===== src/rtl/uctl_ahb_mst_arb.sv =====
// uctl_ahb_mst_arb: arbitrates the DMA Tx and Rx burst requesters onto the single AHB master core.
// Ports:
//   uctl_sysClk / uctl_sysRst       clock, synchronous active-high reset
//   tx2arb_* / rx2arb_*             burst requests (trEn pulse, beats, hSize, address, direction)
//   arb2tx_* / arb2rx_*             ack, addrDn and dataDn routed back to the matching requester
//   arb2ahbc_* / ahbc2arb_*         muxed request to the AHB master core and its responses
//   arb_owner                       current burst owner: 00 none, 01 Tx, 10 Rx
// Build option: define UCTL_ARB_RX_PRIO_EN for Rx fixed priority with a Tx anti-starvation limit;
// the default build is plain round robin.
module uctl_ahb_mst_arb #(
  parameter int ADDR_SIZE     = 32,
  parameter int RX_MAX_CONSEC = 4
) (
  input  logic                 uctl_sysClk,
  input  logic                 uctl_sysRst,
  input  logic                 tx2arb_trEn,
  input  logic [4:0]           tx2arb_beats,
  input  logic [2:0]           tx2arb_hSize,
  input  logic [ADDR_SIZE-1:0] tx2arb_sRdAddr,
  input  logic                 tx2arb_sRdWr,
  output logic                 arb2tx_ack,
  output logic                 arb2tx_addrDn,
  output logic                 arb2tx_dataDn,
  input  logic                 rx2arb_trEn,
  input  logic [4:0]           rx2arb_beats,
  input  logic [2:0]           rx2arb_hSize,
  input  logic [ADDR_SIZE-1:0] rx2arb_sRdAddr,
  input  logic                 rx2arb_sRdWr,
  output logic                 arb2rx_ack,
  output logic                 arb2rx_addrDn,
  output logic                 arb2rx_dataDn,
  output logic                 arb2ahbc_trEn,
  output logic [4:0]           arb2ahbc_beats,
  output logic [2:0]           arb2ahbc_hSize,
  output logic [ADDR_SIZE-1:0] arb2ahbc_sRdAddr,
  output logic                 arb2ahbc_sRdWr,
  input  logic                 ahbc2arb_ack,
  input  logic                 ahbc2arb_addrDn,
  input  logic                 ahbc2arb_dataDn,
  output logic [1:0]           arb_owner
);
  typedef enum logic [1:0] {ARB_IDLE, ARB_REQ, ARB_XFER} arb_state_e;
  localparam logic [1:0] OWN_NONE = 2'b00, OWN_TX = 2'b01, OWN_RX = 2'b10;
  arb_state_e state_q, state_d;
  logic [1:0] owner_q, owner_d, last_owner_q, last_owner_d;
  logic       pend_tx_q, pend_tx_d, pend_rx_q, pend_rx_d, tren_q, tren_d;
  logic       own_tx, own_rx, req_ack, win_rx;
`ifdef UCTL_ARB_RX_PRIO_EN
  logic [3:0] consec_q, consec_d;
  // Rx wins unless Tx has waited through RX_MAX_CONSEC consecutive Rx grants
  assign win_rx = pend_rx_q && !(pend_tx_q && consec_q >= 4'(RX_MAX_CONSEC));
`else
  logic       rr_ptr_q, rr_ptr_d;
  // rr_ptr_q set means Rx holds the round-robin turn
  assign win_rx = pend_rx_q && (!pend_tx_q || rr_ptr_q);
`endif
  assign own_tx  = owner_q == OWN_TX;
  assign own_rx  = owner_q == OWN_RX;
  assign req_ack = state_q == ARB_REQ && ahbc2arb_ack;
  always_comb begin
    state_d      = state_q;
    owner_d      = owner_q;
    last_owner_d = last_owner_q;
    tren_d       = 1'b0;
`ifdef UCTL_ARB_RX_PRIO_EN
    consec_d     = consec_q;
`else
    rr_ptr_d     = rr_ptr_q;
`endif
    // a trEn coinciding with its own release re-arms the pending bit
    pend_tx_d    = tx2arb_trEn | (pend_tx_q & ~(req_ack & own_tx));
    pend_rx_d    = rx2arb_trEn | (pend_rx_q & ~(req_ack & own_rx));
    case (state_q)
      ARB_IDLE: if (pend_tx_q || pend_rx_q) begin
        owner_d      = win_rx ? OWN_RX : OWN_TX;
        last_owner_d = win_rx ? OWN_RX : OWN_TX;
        tren_d       = 1'b1;
        state_d      = ARB_REQ;
`ifdef UCTL_ARB_RX_PRIO_EN
        consec_d     = (win_rx && pend_tx_q) ? consec_q + 4'd1 : 4'd0;
`else
        rr_ptr_d     = ~win_rx;
`endif
      end
      ARB_REQ: if (ahbc2arb_ack) begin
        state_d = ahbc2arb_addrDn ? ARB_IDLE : ARB_XFER;
        owner_d = ahbc2arb_addrDn ? OWN_NONE : owner_q;
      end
      ARB_XFER: if (ahbc2arb_addrDn) begin
        state_d = ARB_IDLE;
        owner_d = OWN_NONE;
      end
      default: state_d = ARB_IDLE;
    endcase
  end
  always_ff @(posedge uctl_sysClk) begin
    if (uctl_sysRst) begin
      state_q      <= ARB_IDLE;
      owner_q      <= OWN_NONE;
      last_owner_q <= OWN_NONE;
      pend_tx_q    <= 1'b0;
      pend_rx_q    <= 1'b0;
      tren_q       <= 1'b0;
`ifdef UCTL_ARB_RX_PRIO_EN
      consec_q     <= 4'd0;
`else
      rr_ptr_q     <= 1'b0;
`endif
    end else begin
      state_q      <= state_d;
      owner_q      <= owner_d;
      last_owner_q <= last_owner_d;
      pend_tx_q    <= pend_tx_d;
      pend_rx_q    <= pend_rx_d;
      tren_q       <= tren_d;
`ifdef UCTL_ARB_RX_PRIO_EN
      consec_q     <= consec_d;
`else
      rr_ptr_q     <= rr_ptr_d;
`endif
    end
  end
  assign arb_owner        = owner_q;
  assign arb2ahbc_trEn    = tren_q;
  assign arb2ahbc_beats   = own_tx ? tx2arb_beats   : own_rx ? rx2arb_beats   : '0;
  assign arb2ahbc_hSize   = own_tx ? tx2arb_hSize   : own_rx ? rx2arb_hSize   : '0;
  assign arb2ahbc_sRdAddr = own_tx ? tx2arb_sRdAddr : own_rx ? rx2arb_sRdAddr : '0;
  assign arb2ahbc_sRdWr   = own_tx ? tx2arb_sRdWr   : own_rx ? rx2arb_sRdWr   : 1'b0;
  // owner is only non-zero in ARB_REQ/ARB_XFER, so stray responses are dropped here
  assign arb2tx_ack       = ahbc2arb_ack & own_tx;
  assign arb2rx_ack       = ahbc2arb_ack & own_rx;
  assign arb2tx_addrDn    = ahbc2arb_addrDn & own_tx;
  assign arb2rx_addrDn    = ahbc2arb_addrDn & own_rx;
  // dataDn trails the address phase, so it follows the most recent grant
  assign arb2tx_dataDn    = ahbc2arb_dataDn & (last_owner_q == OWN_TX);
  assign arb2rx_dataDn    = ahbc2arb_dataDn & (last_owner_q == OWN_RX);
endmodule


===== config.mk =====
export PLATFORM = sky130hd
export DESIGN_NAME = uctl_ahb_mst_arb
export DESIGN_NICKNAME = d
export VERILOG_FILES = /design/src/rtl/uctl_ahb_mst_arb.sv
export SDC_FILE = /design/constraint.sdc
export NUM_CORES = 1
export LEC_CHECK = 0
export BUFFER_PORTS_ARGS = -buffer_cell sky130_fd_sc_hd__buf_2
export CORE_ASPECT_RATIO = 0.9
export CORE_UTILIZATION = 32
export CTS_CLUSTER_SIZE = 10
export DETAILED_ROUTE_END_ITERATION = 6
export PLACE_DENSITY = 0.91
export SLEW_MARGIN = 30
export SYNTH_ARGS = -nofsm -noshare
export SYNTH_HDL_FRONTEND = slang
export SYNTH_SLANG_ARGS = --single-unit

===== constraint.sdc =====
create_clock -name uctl_sysClk -period 3.1 [get_ports uctl_sysClk]
set_input_delay 0.465 -clock uctl_sysClk [delete_from_list [all_inputs] [get_ports uctl_sysClk]]
set_output_delay 0.465 -clock uctl_sysClk [all_outputs]
set_load 0.02 [all_outputs]

==> key figures <==
Run status
  • Status: completed

Placed design
  • PortBufs: 138
  • Gpl congestion: 0.784
  • DP HPWL: 3050 µm

Critical path
  • CP cell instances: nor2b_2 -> buf_4 -> a22o_1 -> buf_2
  • Critical Path Max Stage Delay: 430 ps
  • Slowest CP cell: nor2b_2
  • CP Launch Type: flop
  • Crit Path Max Fanout: 33
  • Crit path capture type: output pin
  • Worst Path Required: 2630 ps
  • Critical path type: flop to output pin
  • Worst EP arrival: 1860 ps

Finish
  • Most common cell after layout, fill and taps aside: buf_2
  • # diodes: 0
  • Synthesis-to-finish area growth: 78.9%
  • Share of layout cells above drive strength 1: 0.607
  • Nets@finish: 335
  • Most frequent cells in the layout: buf_2, a22o_1, dfxtp_1
  • Util after Layout: 0.599

Clock network
  • H-Tree Depth: 1
  • Post-cts hold buffer count: 0
  • Clk sink count: 9
  • CTS tree: yes
  • Clk_lat worst skew: 250 ps
  • Clock buffer depth: 2
  • Post-CTS setup buffers: 0
  • Clk root buf: clkbuf_4
  • CTS buffer count: 3
  • Post-CTS Resized: 0
  • Worst-path clk slew: 50 ps

Global routing
  • Global-route wire length before repair: 4950 µm
  • Number of global-route vias before repair: 1,093
  • Initial antenna violation count: 0
  • Largest net degree at the start of global routing: 34
  • Gr ovfl total: 0
  • GRT Resource Usage Total: 0.209

Die
  • CORE AREA: 2750 µm²
  • Die Wd: 58.5 µm
  • DIE HEIGHT: 52.9 µm
  • Row cnt: 18
  • I/O pin total: 139
  • Initial Util: 0.335
  • Total Die Area: 3090 µm²

Drt
  • Final WL: 3580 µm
  • Detailed Route Iter0 Violations: 50
  • Detail Route Antenna Nets: 0
  • DR vias: 1,385
  • Vias per inst: 4.91
  • Post-DR wirelength/cell: 12.7 µm
  • Number of remaining DRC errors: 0
  • Drt pass-1 iters: 4

Logic synthesis
  • Synthesis-stage register bit count: 9
  • Number of synthesis warnings: 0
  • Register area share after synthesis: 0.196
  • Synth cell types: 24
  • Ranking of synthesized cells by area: a22o_1, dfxtp_1, buf_2
  • Mapped Cells: 109
  • Share of the synthesized area in the top cell type: 0.390
  • Yosys top cell by area: a22o_1
  • Syn_nets: 201
  • Synth Area per Inst: 8.44 µm²
  • Netlist Area Pre-Place: 920 µm²

Power and ir drop
  • Leak: 0.00100 µW
  • Peak VDD IR: 0.371 mV
  • PwrDens: 756 nW/µm²

STA
  • Post-route minimum period: 2320 ps
  • Final setup vio count: 0
  • Setup TNS: 0 ps
  • Fin crit share: 0.749
  • Final hold vios: 0
  • Slew HR: 0.712
  • FMAX: 0.431 GHz
  • Slew Limit Fails: 0
  • Worst clock skew: 0.341 ps
  • RSZ-0062 raised after global routing: no
  • Tightest Pin Transition: 431 ps

Run
  • Max-Cap Viols: 0

Min path
  • Min-Delay Path Class: input pin to flop
path summary, 6_finish.rpt:
kind | from | endpoint | slack [ps] | cells after the start
setup / recovery | arb_owner[1] | arb2ahbc_sRdAddr[31] | 780 | 4
hold / removal | tx2arb_trEn | pend_tx_q | 420 | 3
setup reg to reg | state_q[0] | state_q[1] | 1570 | 5
hold reg to reg | state_q[0] | state_q[0] | 490 | 2
through the flow:
step / setup slack (ps) / instances / hold slack (ps) / cell area (µm²) / power (µW)
2_1_floorplan: 1420 / 109 / 456 / 920 / 874
3_3_place_gp: 1090 / 278 / 475 / 1620 / 1150
3_5_place_dp: 1040 / 278 / 489 / 1620 / 1170
4_1_cts: 764 / 282 / 422 / 1650 / 1250
5_1_grt: 651 / 282 / 435 / 1650 / 1340
6_report: 779 / 282 / 424 / 1650 / 1240
layout make-up:
class	count	area, µm²
clock buffer	4	26.3
fill	279	1100
inverter	4	15.0
multi-input combinational	85	668
sequential	9	180
tap	40	50.0
timing repair buffer	140	706
power by group:
group	switching (µW)	leakage, µW	internal [µW]
Clock	33.8	0.0000150	49.1
Combinational	591	0.000911	398
Sequential	28.2	0.0000744	144
kinds of logic (layout without fill, tap and decap cells):
group / after synthesis / after routing / synth area share
DFF: 9 / 9 / 0.196
AOI/OAI and AO/OA: 49 / 49 / 0.454
and+or+nand+nor: 29 / 29 / 0.182
muxes: 4 / 4 / 0.0435
buffers and inverters: 15 / 148 / 0.0830
adders and majority gates: 3 / 3 / 0.0408
state kept, by name, summed over array words and instances (netlist names):
name / cells
state_q: 2
pend_rx_q: 1
pend_tx_q: 1
arb_owner: 2
last_owner_q: 2
arb2ahbc_trEn: 1
synthesized netlist by cell type, drive strengths merged:
cell type and count:
nor2b 3, ha 3, and3b 1, and2 4
nand4b 2, nand2 6, mux2i 4, nand3 1
a32oi 1, nor2 7, nand2b 1, or3b 1
a311oi 1, a22o 41, buf 11, a211o 2
nor3 1, a21oi 3, nor4 1, a31o 1
nor3b 1, inv 4, dfxtp 9
per-layer routing:
metal / up-vias / wire length [µm] / GRT usage
li1: 692 / - / -
met1: 627 / 1430 / 0.252
met2: 60 / 1850 / 0.381
met3: 6 / 250 / 0.0391
met4: 0 / 54 / 0.0516
met5: - / 0 / 0
critical path: cells and delay by family (launching register included):
family | cells | cell delay [ps]
compound gates | 1 | 210
flops | 1 | 400
simple gates | 1 | 430
buf+inv | 2 | 560
(Power assumes the default switching activity.)
